<file path="src/rtl/deskew_pkg.sv">
// Shared constants and lane-slicing helper for the deskew block and its bench.
package deskew_pkg;

  localparam int unsigned DEFAULT_COUNT_WIDTH = 16;

  // Bit offset of lane `lane` in a bus of `width`-bit lanes.
  function automatic int unsigned lane_offset(input int unsigned lane, input int unsigned width);
    return lane * width;
  endfunction

endpackage

</file>
<file path="src/rtl/deskew_lane.sv">
// Single-lane delay line of `depth` stages carrying data plus its valid bit.
module deskew_lane #(
  parameter int unsigned data_size = 16,
  parameter int unsigned depth     = 0
) (
  input  logic               clk,
  input  logic               reset,
  input  logic [data_size:0] d_in,
  output logic [data_size:0] d_out
);

  if (depth == 0) begin : g_pass
    logic unused_clk_reset;
    assign unused_clk_reset = clk ^ reset;
    assign d_out = d_in;
  end else begin : g_shift
    logic [data_size:0] stage_q [depth];
    logic [data_size:0] stage_d [depth];

    always_comb begin
      stage_d[0] = d_in;
      for (int unsigned k = 1; k < depth; k++) begin
        stage_d[k] = stage_q[k-1];
      end
    end

    always_ff @(posedge clk) begin
      for (int unsigned k = 0; k < depth; k++) begin
        stage_q[k] <= reset ? '0 : stage_d[k];
      end
    end

    assign d_out = stage_q[depth-1];
  end

endmodule

</file>
<file path="src/rtl/deskew.sv">
// Undoes a per-lane staircase skew, then registers the aligned word with
// valid qualification, a saturating word counter and a sticky partial-word flag.
module deskew
  import deskew_pkg::*;
#(
  parameter int unsigned data_size   = 16,
  parameter int unsigned size        = 4,
  parameter int unsigned count_width = DEFAULT_COUNT_WIDTH
) (
  input  logic                        clk,
  input  logic                        reset,
  input  logic [data_size*size-1:0]   bus_in,
  input  logic [size-1:0]             valid_in,
  output logic [data_size*size-1:0]   bus_out,
  output logic                        valid_out,
  output logic [count_width-1:0]      count_out,
  output logic                        error
);

  localparam int unsigned GUARD_W = (size > 1) ? $clog2(size) : 1;
  localparam logic [GUARD_W-1:0] GUARD_INIT = GUARD_W'(size - 1);

  logic [data_size*size-1:0] aligned_data;
  logic [size-1:0]           aligned_valid;

  for (genvar i = 0; i < size; i++) begin : g_lane
    logic [data_size:0] lane_out;

    deskew_lane #(
      .data_size (data_size),
      .depth     (size - 1 - i)
    ) u_lane (
      .clk   (clk),
      .reset (reset),
      .d_in  ({valid_in[i], bus_in[lane_offset(i, data_size) +: data_size]}),
      .d_out (lane_out)
    );

    assign aligned_valid[i] = lane_out[data_size];
    assign aligned_data[lane_offset(i, data_size) +: data_size] = lane_out[data_size-1:0];
  end

  logic [data_size*size-1:0] bus_out_q, bus_out_d;
  logic                      valid_out_q, valid_out_d;
  logic [count_width-1:0]    count_q, count_d;
  logic                      error_q, error_d;
  logic [GUARD_W-1:0]        guard_q, guard_d;
  logic                      all_valid, partial;

  always_comb begin
    all_valid   = &aligned_valid;
    partial     = (|aligned_valid) & ~all_valid;
    bus_out_d   = aligned_data;
    valid_out_d = all_valid;

    count_d = count_q;
    if (all_valid && count_q != '1) begin
      count_d = count_q + 1'b1;
    end

    // Guard covers fragments of words that straddled reset: they are still
    // dropped (valid_out=0) but must not raise the sticky error.
    guard_d = guard_q;
    if (guard_q != '0) begin
      guard_d = guard_q - 1'b1;
    end

    error_d = error_q | (partial && guard_q == '0);
  end

  always_ff @(posedge clk) begin
    if (reset) begin
      bus_out_q   <= '0;
      valid_out_q <= 1'b0;
      count_q     <= '0;
      error_q     <= 1'b0;
      guard_q     <= GUARD_INIT;
    end else begin
      bus_out_q   <= bus_out_d;
      valid_out_q <= valid_out_d;
      count_q     <= count_d;
      error_q     <= error_d;
      guard_q     <= guard_d;
    end
  end

  assign bus_out   = bus_out_q;
  assign valid_out = valid_out_q;
  assign count_out = count_q;
  assign error     = error_q;

endmodule

</file>
<file path="config.mk">
export PLATFORM = sky130hd
export DESIGN_NAME = deskew
export DESIGN_NICKNAME = d
export VERILOG_FILES = /design/src/rtl/deskew_pkg.sv /design/src/rtl/deskew_lane.sv /design/src/rtl/deskew.sv
export SDC_FILE = /design/constraint.sdc
export NUM_CORES = 1
export LEC_CHECK = 0
export CORE_UTILIZATION = 35
export CTS_CLUSTER_SIZE = 40
export DETAILED_ROUTE_END_ITERATION = 10
export PLACE_DENSITY = 0.63
export SETUP_SLACK_MARGIN = 0.4
export SYNTH_ARGS = -nofsm -noshare
export SYNTH_HDL_FRONTEND = slang
export SYNTH_HIERARCHICAL = 1
export SYNTH_SLANG_ARGS = --single-unit
</file>
<file path="constraint.sdc">
create_clock -name clk -period 4 [get_ports clk]
set_clock_uncertainty 0.15 [all_clocks]
set_input_delay 1 -clock clk [delete_from_list [all_inputs] [get_ports clk]]
set_output_delay 1 -clock clk [all_outputs]
set_load 0.005 [all_outputs]
</file>
### Yosys cells after proc, flatten, opt, wreduce, memory -nomap -nowiden

Memories as Yosys holds them, arrays and structs flattened.
Cells that the tools add are included.

* output and inout bits: 82
* register bits: 84
* word-level logic and storage cells: 26
* input bits: 70
* memory bits (writable): 102
* memories kept: 3

* bitwise gates (word level): 3
* add/subtract/negate cells: 2
* reduce and logical (&&, ||, !) cells: 6
* equal/unequal tests: 1
* muxes and demuxes: 6

Memory list
* g_lane[0].u_lane.g_shift.stage_q: words 3, bits a word 17, rd ports 3, clocked after Yosys merged registers in 0, wr ports 3, RTL line deskew_lane.sv:17 `logic [data_size:0] stage_q [depth];`
* g_lane[1].u_lane.g_shift.stage_q: words 2, bits a word 17, rd ports 2, clocked after Yosys merged registers in 0, wr ports 2, RTL line deskew_lane.sv:17
* g_lane[2].u_lane.g_shift.stage_q: words 1, bits a word 17, rd ports 1, clocked after Yosys merged registers in 0, wr ports 1, RTL line deskew_lane.sv:17

Operators with widths (number)
* 2-to-1 mux 17 bit: 6
* adder 16 x 1 -> 16 bit (second input constant): 1
* inequality test 16 bit (second input constant): 1
* AND reduction 4 bit: 1
* OR reduction 4 bit: 1
* logical AND 1 bit: 2
* zero test 2 bit: 1
* nonzero test 2 bit: 1
* subtractor 2 x 1 -> 2 bit (second input constant): 1
* bitwise AND 1 bit: 1
* inverter 1 bit: 1
* bitwise OR 1 bit: 1

### Logic depth before layout (Yosys ltp)

* depth in word-level cells: 5
* depth in mapped cells: 6
* depth with buffers taken out: 5

### By module

Netlist, hierarchy kept.

By module, submodules not included
* deskew: instances 1, cells an instance 251, seq. area each 1681.6 µm², area an instance 2720.1 µm²
* deskew_lane at g_lane[0].u_lane: instances 1, cells an instance 107, seq. area each 1021.0 µm², area an instance 1365.1 µm²
* deskew_lane at g_lane[1].u_lane: instances 1, cells an instance 71, seq. area each 680.7 µm², area an instance 937.1 µm²
* deskew_lane at g_lane[2].u_lane: instances 1, cells an instance 35, seq. area each 340.3 µm², area an instance 475.5 µm²
* deskew_lane at g_lane[3].u_lane: instances 1, cells an instance 17, seq. area each 0.0 µm², area an instance 127.6 µm²

### Worst setup path before layout

Ideal clock, no wire load.

* path type: input -> register
* from: in valid_in[3]
* to: reg count_q[5] (netlist: count_out[5])
* arrival time: 2166 ps
* stages: 6
* buffers on the path: 2
* data required time: 3780 ps
* slack: 1614 ps
* library setup time: 70 ps
* cell sequence: buf_4 > and4_1 > buf_4 > nand3_1 > or4_1 > a21oi_1

* cells in the longest elaborated chain, start to end: 2

Ends and longest elaborated chain
* start: declaration: RTL line deskew.sv:13 `input logic [size-1:0] valid_in,`
* AND reduction 4 bit: RTL line deskew.sv:51 `all_valid = &aligned_valid;`
* logical AND 1 bit: RTL line deskew.sv:57 `if (all_valid && count_q != '1) begin`
* end signal: assignment: RTL line deskew.sv:81 `count_q <= count_d;`
* end: declaration: RTL line deskew.sv:45 `logic [count_width-1:0] count_q, count_d;`

No other way between the ends.
A chain may end at the register's enable or synchronous reset.

### Worst setup path after layout

Same ends and word-level chain as after synthesis.

==> qor.yml <==
logic_synthesis:
  synth_most_common_cell: "dfxtp_1"
  synth_area_leader_cell: "dfxtp_1"
  synth_area_um2: 5625
  synth_adder_area_share: 0.004448
  synth_area_per_cell_um2: 11.70
  syn_inst: 481
  netlist.area_leader.share: 0.6619
  synthTopCellsByArea: "dfxtp_1, nor2b_1, buf_4, and2b_2, a21oi_1"
  synth_nets: 553
  synthXorXnorAreaFrac: 0.001557
  synth-seq-cells: 186
  ys_seq_area_frac: 0.6619
  yosysUniqueCellTypes: 36
  ys_top_cells_by_count: "dfxtp_1, nor2b_1, buf_4, a21oi_1, and2b_2"
  synth_warnings: 6
  synthMuxAreaShare: 0.005783
  synth-compound-area-share: 0.03559
  synthSimpleGateAreaFrac: 0.2462
  synth_edf_count: 0
  synthArstFlopShare: 0
  synth_top_family_by_area: "simple AND/OR/NAND/NOR gates"
  synth_ff_type: "dfxtp_1"
worst_setup_path:
  ff2ff_setup_slack_ns: 1.78
  cp-startpoint: "valid_in[3]"
  r2r_start: "count_out[0]$_SDFFE_PP0P_"
  cp.required_ns: 4.19
  endpoint_kind: "flip-flop"
  reg2reg_depth: 6
  path_class: "in2reg"
  arrival_ns: 2.84
  endpoint: "count_out[5]$_SDFFE_PP0P_"
  worstPathMaxFanout: 9
  critPathLaunchType: "primary input"
  worst_r2r_endpoint: "count_out[1]$_SDFFE_PP0P_"
finish:
  final_util: 0.5066
  nets: 692
  diodes: 0
  syn_to_final_growth_pct: 38.92
  drive_gt1_frac: 0.08689
sta:
  post-route-min-period_ns: 2.646
  post-route-period-util: 0.6616
  rsz0062_at_grt: "no"
  finalHoldWorstSlack_ns: 0.2795
  fmax_ghz: 0.3779
  hold_violations: 0
  fin_ws_ns: 1.354
  setup_violations: 0
  worstMarginPinSlew_ns: 0.7304
  tns_ns: 0
  slew-limit-headroom: 0.5086
  slew_violations: 0
clocking:
  clk_pin_slew_ns: 0.07
  cts_resized: 0
  cts_htree_levels: 4
  cts_hold_buf: 0
  clk_path_buf_depth: 2
  clock_latency_ns: 0.42
  cts-root-buf: "clkbuf_16"
  cts_tree: "built"
  cts_buffers: 17
  cts_num_sinks: 186
  cts_setup_buffers: 0
power:
  total_leakage_power_nw: 2.975
  p_per_area_nw_per_um2: 496.0
  finalPower_mw: 3.876
  irDropWorstVdd_v: 0.0002704
grt:
  antenna_found_initial: 1
  gr-total-overflow: 0
  grt_pass1_vias: 3336
  grt_start_max_net_pins: 105
  grt_use_total: 0.1250
  grt_pass1_wl_mm: 15.80
route:
  detail-route-antenna-nets: 0
  drt-met1-wl_mm: 4.211
  viasPerCell: 4.174
  wl_mm: 9.671
  drcViolationCount: 0
  wl_per_cell_um: 11.46
  dr_wl_met3_um: 751
  drtIter0Drc: 209
  met2_wirelength_mm: 4.490
  drtPass1Iterations: 4
  routed-via-count: 3523
  top_layer_used: "met5"
die:
  row_count: 45
  io_pins: 152
  initial_core_util: 0.3646
  die_w_um: 128.8
  die_h_um: 128.8
  dieArea_um2: 16580
  core_um2: 15430
place:
  port_buffers: 151
  place.gp.congestion: 0.7752
  dp_hpwl_mm: 6.569
  place_ws_ns: 0.9254
worst_hold_path:
  min_path_type: "reg2reg"
run:
  cap_violations: 0
status:
  status: "finished, final reports clean"
[kinds of logic after synthesis]
| logic type | Yosys count |
|---|---|
| compound gates | 32 |
| flops | 186 |
| mux | 3 |
| simple gates | 218 |
| fa+ha+maj | 2 |
| buf+inv | 39 |
| xor+xnor | 1 |
[registers in the layout, indices dropped and copies added (netlist names)]
name and count:
guard_q 2, bus_out 64, g_lane.u_lane/g_shift.stage_q 102, count_out 16, error 1, valid_out 1
[cell usage in the layout (no fill, tap or decap), types with 3 or more instances in the layout]
cell type / n
dfxtp_1: 186
nor2b_1: 158
clkdlybuf4s50_1: 150
clkbuf_16: 17
a21oi_1: 13
and2b_2: 11
nand4_1: 7
o31ai_1: 7
nand3_1: 7
nor2_1: 6
nand2_1: 6
or4_1: 6
inv_6: 6
buf_4: 6
or3_1: 5
o21ai_0: 4
a211oi_1: 3
bufinv_16: 3
[layer usage]
metal	vias up	global-route usage
li1	1806	-
met1	1586	0.1410
met2	112	0.1987
met3	17	0.05696
met4	2	0.06436
met5	-	0
[where the power goes]
group	total, mW	internal (mW)	switching (mW)
combinational	0.211	0.143	0.0675
sequential	1.94	1.92	0.0160
clock	1.73	1.00	0.721
total	3.88	3.07	0.805
[critical path, stage by stage]
cell,delay [ns]
clkdlybuf4s50_1,0.50
and4_1,0.42
nand3_1,0.21
or4_1,0.55
a21oi_1,0.15
[layout make-up]
class                      count  area (um^2)
clock buffer                  19        432.9
clock inverter                13        177.7
fill                        1382         7612
inverter                       2        7.507
multi-input combinational    256         1652
sequential                   186         3724
tap                          211        264.0
timing repair buffer         157         1558
[how the worst min path moves through the flow]
stage / start / to / slack, ns / cells past startpoint
floorplan: g_lane[0].u_lane/g_shift.stage_q[0][34]$_SDFF_PP0_ / bus_out[0]$_SDFF_PP0_ / 0.26 / 1
global placement: g_lane[0].u_lane/g_shift.stage_q[0][13]$_SDFF_PP0_ / g_lane[0].u_lane/g_shift.stage_q[0][30]$_SDFF_PP0_ / 0.27 / 1
detailed placement: g_lane[2].u_lane/g_shift.stage_q[0][14]$_SDFF_PP0_ / bus_out[46]$_SDFF_PP0_ / 0.27 / 1
CTS: g_lane[2].u_lane/g_shift.stage_q[0][14]$_SDFF_PP0_ / bus_out[46]$_SDFF_PP0_ / 0.28 / 1
global route: g_lane[0].u_lane/g_shift.stage_q[0][32]$_SDFF_PP0_ / g_lane[0].u_lane/g_shift.stage_q[0][49]$_SDFF_PP0_ / 0.30 / 1
finish: g_lane[2].u_lane/g_shift.stage_q[0][14]$_SDFF_PP0_ / bus_out[46]$_SDFF_PP0_ / 0.28 / 1
[metrics by stage]
step | instances | cell area [um^2]
finish | 844 | 7815
global route | 844 | 7815
CTS | 844 | 7815
detailed placement | 812 | 7204
global placement | 812 | 7204
floorplan | 481 | 5625
(Power assumes the default switching activity.)
